File: config.mk
export PLATFORM = sky130hd
export DESIGN_NAME = max7219_chain_regfile
export DESIGN_NICKNAME = d
export VERILOG_FILES = /design/src/rtl/max7219_chain_regfile.sv
export SDC_FILE = /design/constraint.sdc
export NUM_CORES = 1
export LEC_CHECK = 0
export CAP_MARGIN = 5
export CORE_ASPECT_RATIO = 1.2
export CORE_MARGIN = 4
export CORE_UTILIZATION = 55
export CTS_CLUSTER_SIZE = 28
export DETAILED_ROUTE_END_ITERATION = 8
export GPL_TIMING_DRIVEN = 0
export PLACE_DENSITY_LB_ADDON = 0.08
export SYNTH_ARGS = -nofsm -noshare
export SYNTH_HDL_FRONTEND = slang
export SYNTH_SLANG_ARGS = --single-unit
File: constraint.sdc
create_clock -name clk -period 7 [get_ports clk]
set_input_delay 2.1 -clock clk [delete_from_list [all_inputs] [get_ports clk]]
set_output_delay 2.1 -clock clk [all_outputs]
set_load 0.01 [all_outputs]
File: src/rtl/max7219_chain_regfile.sv
// max7219_chain_regfile: register file of one MAX7219 device with asynchronous read port
module max7219_chain_regfile (
  input  logic       clk,
  input  logic       rst_n,
  input  logic       we,
  input  logic [3:0] addr,
  input  logic [7:0] data,
  input  logic [3:0] rd_addr,
  output logic [7:0] rd_data
);
  logic [7:0] mem [16];

  // Clear on reset, otherwise write the addressed register
  always_ff @(posedge clk) begin
    if (!rst_n) begin
      for (int i = 0; i < 16; i++) mem[i] <= 8'h00;
    end else if (we) begin
      mem[addr] <= data;
    end
  end

  assign rd_data = mem[rd_addr];
endmodule

Yosys cells after proc, flatten, opt, wreduce, memory -nomap -nowiden. Memories as Yosys holds them, arrays and structs flattened. Index checks and enable logic that the tools add are counted.

Mux-type cells: 7. Reductions and logical operators: 1.

Operators with widths (number): 2-to-1 mux 8 bit (1); OR reduction 8 bit (1); 2-to-1 mux 1 bit (5); 2-to-1 mux 4 bit (1).

Output and inout bits: 8. Register bits after elaboration: 0. Memories: 1. Memory bits (writable): 128. Word-level logic and storage cells: 9. Input bits: 19.

Memories: mem (depth 16, width 8, rd ports 1, clocked after Yosys merged registers in 0, write ports 16, line 11) `logic [7:0] mem [16];`.

Longest topological paths before layout. Gate-level depths: netlist (run 1).

Depth after elaboration: 5. Mapped depth: 5. Depth with buffers taken out: 3.

Worst setup path before layout (run 1). Ideal clock, no wire load.

Kind: in2out. From: input rd_addr[0]. To: output rd_data[4]. Cell stages on the path: 5. Arrival time: 3.174 ns. Setup slack: 1.726 ns. Path through: buf_6 > buf_6 > mux4_1 > a22oi_1 > nand2_1.

Cells in the longest elaborated chain, start to end: 1.

Ends and longest elaborated chain: start: declaration (line 8) `input logic [3:0] rd_addr,`; memory (16 x 8 bit); end: declaration (line 9) `output logic [7:0] rd_data`.

No other way between the ends.

Worst setup path after layout (run 1).
From: input rd_addr[1]. To: output rd_data[0].

The elaborated chain is that of the path after synthesis.

==> results of run 1 <==
## metrics by stage
step                worst slack [ps]  area (um^2)  power [W]
detailed placement               584         6360    0.00106
floorplan                       1730         5930   0.000990
finish                           580         6990    0.00194
global placement                 575         6340    0.00105
CTS                              570         6960    0.00195
global route                     549         6990    0.00200
## synthesized netlist by cell type (all sizes together)
cell type      count
and2             129
edfxtp           128
mux4              32
a22oi             16
nor2              13
o21ai             12
clkbuf             9
nand2              9
buf                8
nand2b             6
nor3               4
clkdlybuf4s25      3
nand4b             2
and2b              1
nand4              1
nand4bb            1
nor2b              1
## worst min path at each step
stage,end,slack [ps],depth (start not counted)
finish,mem[1][7]$_SDFFCE_PN0P_,2500,2
global route,mem[5][7]$_SDFFCE_PN0P_,2520,2
CTS,mem[1][7]$_SDFFCE_PN0P_,2490,2
detailed placement,mem[0][7]$_SDFFCE_PN0P_,2920,2
global placement,mem[5][7]$_SDFFCE_PN0P_,2900,2
floorplan,mem[0][7]$_SDFFCE_PN0P_,2300,1
## layer usage
| layer | wire [um] | track usage (%) | share of wire, % | vias up |
|---|---|---|---|---|
| li1 | - | - | - | 1527 |
| met4 | 148 | 7.94 | 1.1 | 0 |
| met5 | 0 | 0 | 0 | - |
| met3 | 748 | 5.33 | 5.6 | 15 |
| met2 | 6950 | 37.9 | 52 | 112 |
| met1 | 5460 | 31.2 | 41 | 1675 |
## report_power, final
part | internal (W) | total (W) | switching (W)
sequential | 0.000887 | 0.000898 | 0.0000106
combinational | 0.0000665 | 0.000145 | 0.0000787
clock | 0.000585 | 0.000898 | 0.000313
total | 0.00154 | 0.00194 | 0.000402
## cells in the final DEF, fill, tap and decap left out, drive strengths merged, types with 2 or more instances in the layout
cell type	netlist	layout
clkbuf	9	28
edfxtp	128	128
bufinv	0	4
mux4	32	32
clkinv	0	9
nand2	9	9
o21ai	12	12
clkdlybuf4s50	0	25
clkinvlp	0	2
and2	129	129
a22oi	16	16
clkdlybuf4s25	3	3
nand4b	2	2
nor2	13	13
buf	8	13
nand2b	6	6
nor3	4	4
## layout make-up
| cell class | instances | area [um^2] |
|---|---|---|
| buffer | 20 | 128 |
| clock buffer | 17 | 425 |
| clock inverter | 15 | 174 |
| fill | 770 | 3530 |
| multi-input combinational | 227 | 1960 |
| sequential | 128 | 3840 |
| tap | 129 | 161 |
| timing repair buffer | 32 | 293 |
## cells by family after synthesis
group / count (synthesis) / share of synthesized area [%]
AOI/OAI and AO/OA: 28 / 3.04
buffers and inverters: 20 / 2.15
DFF: 128 / 64.8
muxes: 32 / 13.2
and+or+nand+nor: 167 / 16.9
==> impl_table.tex, run 1 <==
\begin{tabular}{lr}
\hline
Metric & Value \\
\hline
\multicolumn{2}{l}{\textbf{Layout}} \\
Final core area utilization & 66.4\% \\
Number of flip-flops under the largest register name & 128 \\
Area grow syn2layout & 17.8\% \\
Fraction of final layout cells sized beyond drive strength 1 & 14.1\% \\
Count of placed standard cells in the final layout, fillers left out & 568 \\
Nets@finish & 445 \\
Largest register by flop count & mem \\
Number of inserted diodes & 0 \\
Largest regs & mem: 128 flops \\
\multicolumn{2}{l}{\textbf{Clock tree}} \\
Num Clock Sinks & 128 \\
CTS max path bufs & 2 \\
Clock root buffer master & sky130\_fd\_sc\_hd\_\_clkbuf\_16 \\
Clock-pin slew reported for the worst setup and hold paths after clock tree synthesis & 50 ps \\
Number of levels the H-tree was split into & 4 \\
Post-CTS Setup Repair Bufs & 0 \\
CTS hold repair buffers & 0 \\
Clock tree from TritonCTS & yes \\
Count of instances resized after the clock tree is built & 0 \\
Inserted Clock Buffers & 17 \\
\multicolumn{2}{l}{\textbf{STA}} \\
Number of slew-limit violations in the final report & 0 \\
Period Utilization, post-route & 91.7\% \\
Minimum period implied by the final worst setup slack & 6420 ps \\
Number of setup violations in the final report & 0 \\
Final sum of negative setup slack & 0 ps \\
Final hold violation count & 0 \\
RSZ-0062 raised after global routing & no \\
Hold\_ws & 2500 ps \\
Relative max-transition margin & 11.7\% \\
Worst slew pin tran & 1310 ps \\
F\_max & 156 MHz \\
\multicolumn{2}{l}{\textbf{Detailed routing}} \\
Starting DRT DRC Count & 220 \\
Post-DR vias/cell & 5.86 \\
Total via count in the routed design & 3329 \\
TritonRoute pass-1 iters & 6 \\
Number of remaining DRC errors & 0 \\
Antenna violation net count after detailed routing & 0 \\
Post-detailed-route wirelength per cell & 23.4 um \\
Total wirelength of the detailed-routed design & 13300 um \\
\multicolumn{2}{l}{\textbf{Logic synthesis}} \\
Ranking of synthesized cells by area & sky130\_fd\_sc\_hd\_\_edfxtp\_1 65\%, sky130\_fd\_sc\_hd\_\_and2\_1 14\%, sky130\_fd\_sc\_hd\_\_mux4\_1 7.1\% \\
Synthesized instance count & 375 \\
Sequential fraction of the synthesis area & 64.8\% \\
Unique masters post-synth & 21 \\
Combined area of all synthesized cells & 5930 um\^{}2 \\
Number of synthesis warnings & 0 \\
Synthesized area per cell & 15.8 um\^{}2 \\
Yosys top cell area share & 64.8\% \\
Top cell type by total area after synthesis & sky130\_fd\_sc\_hd\_\_edfxtp\_1 \\
Flip-flop and latch count after synthesis & 128 \\
Synth Net Count & 394 \\
\multicolumn{2}{l}{\textbf{Setup path}} \\
CP Capture Type & output pin \\
Critical path startpoint category & input pin \\
Worst endpoint required time & 4900 ps \\
Worst Path Arrival & 4320 ps \\
Cells traversed along the worst timing path & clkdlybuf4s50\_1 -> buf\_2 -> mux4\_1 -> a22oi\_1 -> nand2\_1 -> clkdlybuf4s50\_1 \\
Most prevalent standard cell on the critical path & sky130\_fd\_sc\_hd\_\_clkdlybuf4s50\_1 \\
Number of logic stages on the critical path including buffering & 6 \\
Classification of the worst setup path & input pin to output pin \\
Family with the most delay on the worst path & buffers and inverters \\
Slowest cell on the critical path & sky130\_fd\_sc\_hd\_\_clkdlybuf4s50\_1 \\
Critical path launch point & rd\_addr[1] \\
Last element of the critical path & rd\_data[0] \\
Biggest fanout along the worst timing path & 10 \\
Max incr delay on CP & 560 ps \\
WP buf/inv & 3 \\
\multicolumn{2}{l}{\textbf{Power}} \\
Worst IR drop on VDD & 0.000160 V \\
Leakage dissipation & 2.49 nW \\
Total power divided by cell area & 278 nW/um\^{}2 \\
\multicolumn{2}{l}{\textbf{Placement}} \\
Placed cell count & 531 \\
PortBufs & 25 \\
Final HPWL from detailed placement & 8980 um \\
Weighted congestion reported at the end of routability-driven placement & 0.772 \\
\multicolumn{2}{l}{\textbf{Run status}} \\
Result of the run & finished clean \\
\multicolumn{2}{l}{\textbf{Hold path}} \\
Worst hold path type & input pin to flip-flop \\
Startpoint of the lowest-slack hold path & data[7] \\
\multicolumn{2}{l}{\textbf{Run}} \\
Max-cap violations & 0 \\
\multicolumn{2}{l}{\textbf{Die}} \\
Die Outline Area & 12500 um\^{}2 \\
Core footprint & 10500 um\^{}2 \\
Top Ports & 27 \\
Starting density of the core & 56.4\% \\
Num rows & 41 \\
Width of the die & 103 um \\
Y dimension of the die & 122 um \\
\multicolumn{2}{l}{\textbf{Global routing}} \\
Total gr overflow & 0 \\
Number of global-route vias before repair & 3467 \\
Maximum number of pins on one net before global-route repair & 17 \\
Total GRT Usage & 23.3\% \\
Antenna violations before repair & 0 \\
Wire length of the first global-routing pass & 20200 um \\
\hline
\end{tabular}
Power figures use the tool's default switching activity.
==> inputs of run 2 (changes only) <==
CORE_UTILIZATION = 61   (was 55)
SKIP_CTS_REPAIR_TIMING = 1   (was unset)
==> run 2 against run 1 <==
Clock power shrank 14%. Non-clock buffer count down 4. Flip-flop and latch count unchanged. Sequential share of layout area is 0.99 points higher. Critical path type unchanged. Largest power group unchanged. Highest routed layer unchanged.
==> impl_table.tex, run 2 (synthesis gave the netlist of run 1 again) <==
\begin{tabular}{lr}
\hline
Metric & Value \\
\hline
\multicolumn{2}{l}{\textbf{STA}} \\
Setup slack of the critical path after layout & 582 ps (+1.61 ps) \\
Minimum period implied by the final worst setup slack & 6420 ps (-1.61 ps) \\
RSZ-0062 raised after global routing & no \\
Period Utilization, post-route & 91.7\% (about the same) \\
F\_max & 156 MHz (about the same) \\
Relative max-transition margin & 12.6\% (+0.93 points) \\
Final hold violation count & 0 (unchanged) \\
Worst slew pin tran & 1300 ps (-13.9 ps) \\
Final sum of negative setup slack & 0 ps (unchanged) \\
Number of slew-limit violations in the final report & 0 (unchanged) \\
Number of setup violations in the final report & 0 (unchanged) \\
\multicolumn{2}{l}{\textbf{Detailed routing}} \\
Post-detailed-route wirelength per cell & 22.2 um (-5.4\%) \\
Number of remaining DRC errors & 0 (unchanged) \\
Total wirelength of the detailed-routed design & 12300 um (-7.2\%) \\
Starting DRT DRC Count & 322 (+46\%) \\
TritonRoute pass-1 iters & 8 (+2) \\
Post-DR vias/cell & 5.96 (+1.6\%) \\
Antenna violation net count after detailed routing & 0 (unchanged) \\
Total via count in the routed design & 3317 (-0.36\%) \\
\multicolumn{2}{l}{\textbf{Global routing}} \\
Antenna violations before repair & 0 (unchanged) \\
Total GRT Usage & 23.6\% (+0.30 points) \\
Number of global-route vias before repair & 3379 (-2.5\%) \\
Maximum number of pins on one net before global-route repair & 17 (unchanged) \\
Wire length of the first global-routing pass & 18900 um (-6.2\%) \\
Total gr overflow & 0 (unchanged) \\
\multicolumn{2}{l}{\textbf{Layout}} \\
Filler Cells Inserted & 609 (-21\%) \\
Total non-filler cell area in the finished layout & 6860 um\^{}2 (-1.8\%) \\
Count of placed standard cells in the final layout, fillers left out & 557 (-1.9\%) \\
Top library cells by usage in the layout, fill and taps aside & 129 x sky130\_fd\_sc\_hd\_\_and2\_1, 128 x sky130\_fd\_sc\_hd\_\_edfxtp\_1, 25 x sky130\_fd\_sc\_hd\_\_clkdlybuf4s50\_1, 17 x sky130\_fd\_sc\_hd\_\_clkbuf\_16 \\
Number of flip-flops under the largest register name & 128 (unchanged) \\
Sequential cell area & 3840 um\^{}2 (unchanged) \\
Fraction of final layout cells sized beyond drive strength 1 & 12.4\% (-1.7 points) \\
Area grow syn2layout & 15.7\% \\
Largest register by flop count & mem \\
Most frequent standard cell in the layout excluding fill and tap cells & sky130\_fd\_sc\_hd\_\_and2\_1 \\
Nets@finish & 441 (-0.90\%) \\
Area of the multi-input gates & 1960 um\^{}2 (unchanged) \\
Number of inserted diodes & 0 (unchanged) \\
Largest regs & mem: 128 flops \\
\multicolumn{2}{l}{\textbf{Setup path}} \\
Worst Path Arrival & 4320 ps (about the same) \\
Critical path launch point & rd\_addr[1] \\
Worst endpoint required time & 4900 ps (about the same) \\
Classification of the worst setup path & input pin to output pin \\
CP Capture Type & output pin \\
Critical path startpoint category & input pin \\
Biggest fanout along the worst timing path & 10 (unchanged) \\
Last element of the critical path & rd\_data[0] \\
\multicolumn{2}{l}{\textbf{Die}} \\
Num rows & 39 (-4.9\%) \\
Starting density of the core & 62.4\% (+5.9 points) \\
Core footprint & 9520 um\^{}2 (-9.5\%) \\
Y dimension of the die & 116 um (-4.7\%) \\
Die Outline Area & 11400 um\^{}2 (-9.1\%) \\
Top Ports & 27 (unchanged) \\
Width of the die & 98.0 um (-4.7\%) \\
\multicolumn{2}{l}{\textbf{Placement}} \\
Placed cell count & 523 (-1.5\%) \\
DP Area & 6340 um\^{}2 (-0.35\%) \\
Post-Place Setup Slack & 581 ps (-2.52 ps) \\
Final HPWL from detailed placement & 8390 um (-6.5\%) \\
Weighted congestion reported at the end of routability-driven placement & 0.773 (+0.16\%) \\
PortBufs & 25 (unchanged) \\
\multicolumn{2}{l}{\textbf{Power}} \\
Total power divided by cell area & 263 nW/um\^{}2 (-5.2\%) \\
Leakage dissipation & 2.44 nW (-2.1\%) \\
Worst IR drop on VDD & 0.000201 V (+26\%) \\
Power Total & 0.00181 W (-6.9\%) \\
\multicolumn{2}{l}{\textbf{Clock tree}} \\
Num Clock Sinks & 128 (unchanged) \\
Clock tree from TritonCTS & yes \\
CTS max path bufs & 2 (unchanged) \\
Inserted Clock Buffers & 17 (unchanged) \\
Number of levels the H-tree was split into & 4 (unchanged) \\
Clock-pin slew reported for the worst setup and hold paths after clock tree synthesis & 50 ps (about the same) \\
Clock root buffer master & sky130\_fd\_sc\_hd\_\_clkbuf\_16 \\
\multicolumn{2}{l}{\textbf{Run}} \\
Max-cap violations & 0 (unchanged) \\
\multicolumn{2}{l}{\textbf{Run status}} \\
Result of the run & finished clean \\
\multicolumn{2}{l}{\textbf{Hold path}} \\
Worst hold path type & input pin to flip-flop \\
\hline
\end{tabular}
run 2: routing by layer:
metal	GRT usage, %	wire, um
met1	30.4	4860
met4	9.70	311
met2	38.8	6220
met5	0	0
met3	6.14	954
run 2: worst max-delay path: stages:
cell and delay, ps:
sky130_fd_sc_hd__clkdlybuf4s50_1 560, sky130_fd_sc_hd__buf_2 310, sky130_fd_sc_hd__mux4_1 390, sky130_fd_sc_hd__a22oi_1 360, sky130_fd_sc_hd__nand2_1 110, sky130_fd_sc_hd__clkdlybuf4s50_1 490
run 2: layout make-up:
type	count	area share [%]
Buffer	20	1.86
Clock buffer	20	6.36
Clock inverter	11	1.08
Multi-Input combinational cell	227	28.6
Sequential cell	128	56.0
Tap cell	123	2.24
Timing Repair Buffer	28	3.87
run 2: where the power goes:
group	internal [W]	total (W)	switching (W)
clock network	0.000475	0.000768	0.000293
registers	0.000888	0.000899	0.0000107
logic	0.0000651	0.000141	0.0000757
run 2: through the flow:
step	hold WS [ps]	utilization, %
2_1_floorplan	2300	-
4_1_cts	2490	72.0
3_5_place_dp	2920	66.6
6_report	2510	72.1
3_3_place_gp	2900	66.6
5_1_grt	2550	72.1
run 2: how the worst min path moves through the flow:
stage / start / to / slack (ps) / cells past startpoint
2_1_floorplan: data[7] / mem[0][7]$_SDFFCE_PN0P_ / 2300 / 1
3_3_place_gp: data[7] / mem[5][7]$_SDFFCE_PN0P_ / 2900 / 2
3_5_place_dp: data[7] / mem[0][7]$_SDFFCE_PN0P_ / 2920 / 2
4_1_cts: data[7] / mem[0][7]$_SDFFCE_PN0P_ / 2490 / 2
5_1_grt: data[7] / mem[0][7]$_SDFFCE_PN0P_ / 2550 / 2
6_report: data[7] / mem[0][7]$_SDFFCE_PN0P_ / 2510 / 2
==> inputs of run 3 (changes only) <==
CORE_UTILIZATION = 60   (was 61)
clock period = 6.1 ns   (was 7 ns; I/O delays follow)
==> run 3 against run 2 <==
Hold slack worse by 280 ps. Critical path depth unchanged. Largest power group unchanged. Largest cell class unchanged. Flip-flop and latch count unchanged. Highest routed layer unchanged. Critical endpoint unchanged.
==> impl_table.tex, run 3 (synthesis gave the netlist of run 1 again) <==
\begin{tabular}{lr}
\hline
Metric & Value \\
\hline
\multicolumn{2}{l}{\textbf{Power}} \\
Part of the total power dissipated in combinational logic & 7.7\% (about the same) \\
Leakage dissipation & 2.44 nW (+0.23\%) \\
Power spent charging and discharging nets & 0.000437 W (+15\%) \\
Total power divided by cell area & 307 nW/um\^{}2 (+17\%) \\
Power Total & 0.00212 W (+17\%) \\
Part of the total power dissipated in the clock network & 43.5\% (+1.0 points) \\
Worst IR drop on VDD & 0.000222 V (+10\%) \\
Cell internal power dissipation & 0.00168 W (+18\%) \\
Sequential group share of total power & 48.8\% (-0.9 points) \\
Net switching share of the total power & 20.7\% (-0.33 points) \\
\multicolumn{2}{l}{\textbf{Layout}} \\
Largest register by flop count & mem \\
Final core area utilization & 71.6\% (-0.54 points) \\
Largest regs & mem: 128 flops \\
Number of inserted diodes & 0 (unchanged) \\
Number of flip-flops under the largest register name & 128 (unchanged) \\
Nets@finish & 440 (-0.23\%) \\
Most frequent standard cell in the layout excluding fill and tap cells & sky130\_fd\_sc\_hd\_\_and2\_1 \\
Filler Cells Inserted & 631 (+3.6\%) \\
Area grow syn2layout & 16.0\% \\
Top library cells by usage in the layout, fill and taps aside & 129 x sky130\_fd\_sc\_hd\_\_and2\_1, 128 x sky130\_fd\_sc\_hd\_\_edfxtp\_1, 25 x sky130\_fd\_sc\_hd\_\_clkdlybuf4s50\_1, 17 x sky130\_fd\_sc\_hd\_\_clkbuf\_16 \\
Fraction of final layout cells sized beyond drive strength 1 & 12.3\% (-0.17 points) \\
Count of placed standard cells in the final layout, fillers left out & 555 (-0.36\%) \\
\multicolumn{2}{l}{\textbf{Clock tree}} \\
Clock root buffer master & sky130\_fd\_sc\_hd\_\_clkbuf\_16 \\
Inserted Clock Buffers & 17 (unchanged) \\
Clock tree from TritonCTS & yes \\
Number of levels the H-tree was split into & 4 (unchanged) \\
CTS max path bufs & 2 (unchanged) \\
Clock-pin slew reported for the worst setup and hold paths after clock tree synthesis & 50 ps (about the same) \\
Num Clock Sinks & 128 (unchanged) \\
\multicolumn{2}{l}{\textbf{Setup path}} \\
Critical path launch point & rd\_addr[1] \\
Biggest fanout along the worst timing path & 10 (unchanged) \\
Critical path startpoint category & input pin \\
Last element of the critical path & rd\_data[0] \\
Worst Path Arrival & 4000 ps (-320 ps) \\
CP Capture Type & output pin \\
Worst endpoint required time & 4270 ps (-630 ps) \\
Classification of the worst setup path & input pin to output pin \\
\multicolumn{2}{l}{\textbf{STA}} \\
Final hold violation count & 0 (unchanged) \\
Relative max-transition margin & 10.7\% (-2.0 points) \\
Hold\_ws & 2230 ps (-276 ps) \\
F\_max & 171 MHz \\
Number of setup violations in the final report & 0 (unchanged) \\
RSZ-0062 raised after global routing & no \\
Period Utilization, post-route & 95.6\% \\
Worst slew pin tran & 1330 ps (+29.6 ps) \\
Minimum period implied by the final worst setup slack & 5830 ps \\
Number of slew-limit violations in the final report & 0 (unchanged) \\
Final sum of negative setup slack & 0 ps (unchanged) \\
\multicolumn{2}{l}{\textbf{Placement}} \\
PortBufs & 25 (unchanged) \\
Placed cell count & 523 (unchanged) \\
Weighted congestion reported at the end of routability-driven placement & 0.755 (-2.4\%) \\
Final HPWL from detailed placement & 8740 um (+4.1\%) \\
\multicolumn{2}{l}{\textbf{Detailed routing}} \\
Number of remaining DRC errors & 0 (unchanged) \\
Post-DR vias/cell & 5.96 (about the same) \\
Antenna violation net count after detailed routing & 0 (unchanged) \\
Total via count in the routed design & 3306 (-0.33\%) \\
Total wirelength of the detailed-routed design & 12700 um (+2.8\%) \\
Starting DRT DRC Count & 262 (-19\%) \\
TritonRoute pass-1 iters & 5 (-3) \\
Post-detailed-route wirelength per cell & 22.9 um (+3.1\%) \\
\multicolumn{2}{l}{\textbf{Die}} \\
Y dimension of the die & 117 um (+0.77\%) \\
Num rows & 39 (unchanged) \\
Die Outline Area & 11500 um\^{}2 (+1.5\%) \\
Core footprint & 9610 um\^{}2 (+1.0\%) \\
Starting density of the core & 61.7\% (-0.63 points) \\
Top Ports & 27 (unchanged) \\
Width of the die & 98.8 um (+0.76\%) \\
\multicolumn{2}{l}{\textbf{Hold path}} \\
Worst hold path type & input pin to flip-flop \\
\multicolumn{2}{l}{\textbf{Global routing}} \\
Maximum number of pins on one net before global-route repair & 17 (unchanged) \\
Number of global-route vias before repair & 3397 (+0.53\%) \\
Wire length of the first global-routing pass & 19300 um (+1.9\%) \\
Total GRT Usage & 23.7\% (+0.13 points) \\
Antenna violations before repair & 0 (unchanged) \\
Total gr overflow & 0 (unchanged) \\
\multicolumn{2}{l}{\textbf{Run status}} \\
Result of the run & finished clean \\
\multicolumn{2}{l}{\textbf{Run}} \\
Max-cap violations & 0 (unchanged) \\
\hline
\end{tabular}
## run 3: cell type report
type	instances	area, um^2	area share, %
multi-input combinational	227	1960	28.5
sequential	128	3840	55.9
clock inverter	11	98.8	1.44
buffer	20	128	1.85
tap	123	154	2.24
timing repair buffer	27	263	3.82
clock buffer	19	433	6.29
## run 3: worst min path at each step
stage                                    endpoint  startpoint  depth (start not counted)  slack, ps
final                     mem[0][7]$_SDFFCE_PN0P_     data[7]                          2       2230
after global routing      mem[3][7]$_SDFFCE_PN0P_     data[7]                          2       2270
after CTS                 mem[1][7]$_SDFFCE_PN0P_     data[7]                          2       2230
after detailed placement  mem[1][7]$_SDFFCE_PN0P_     data[7]                          2       2650
after global placement    mem[5][7]$_SDFFCE_PN0P_     data[7]                          2       2640
after floorplan           mem[0][7]$_SDFFCE_PN0P_     data[7]                          1       2030
## run 3: per-stage QoR
step                      cell area (um^2)  setup WS [ps]
after floorplan                       5930           1370
after global placement                6340            246
after detailed placement              6340            228
after CTS                             6870            229
after global routing                  6880            170
final                                 6880            269
## run 3: metal layers
| layer | track usage, % | vias to the layer above | share of wire [%] |
|---|---|---|---|
| met2 | 40.4 | 145 | 53 |
| met3 | 6.22 | 19 | 7.6 |
| met1 | 29.6 | 1625 | 37 |
| li1 | - | 1517 | - |
| met4 | 9.02 | 0 | 2.3 |
| met5 | 0 | - | 0 |
## run 3: critical path, stage by stage
cell,delay [ps]
sky130_fd_sc_hd__clkdlybuf4s50_1,560
sky130_fd_sc_hd__buf_2,310
sky130_fd_sc_hd__mux4_1,380
sky130_fd_sc_hd__a22oi_1,300
sky130_fd_sc_hd__nand2_1,130
sky130_fd_sc_hd__clkdlybuf4s50_1,490
## run 3: power groups by stage
stage                     clock network [W]  registers (W)  logic (W)
final                              0.000919        0.00103   0.000163
after global routing               0.000968        0.00104   0.000174
after CTS                          0.000924        0.00103   0.000163
after detailed placement                  0        0.00105   0.000163
after global placement                    0        0.00105   0.000160
after floorplan                           0        0.00104  0.0000939
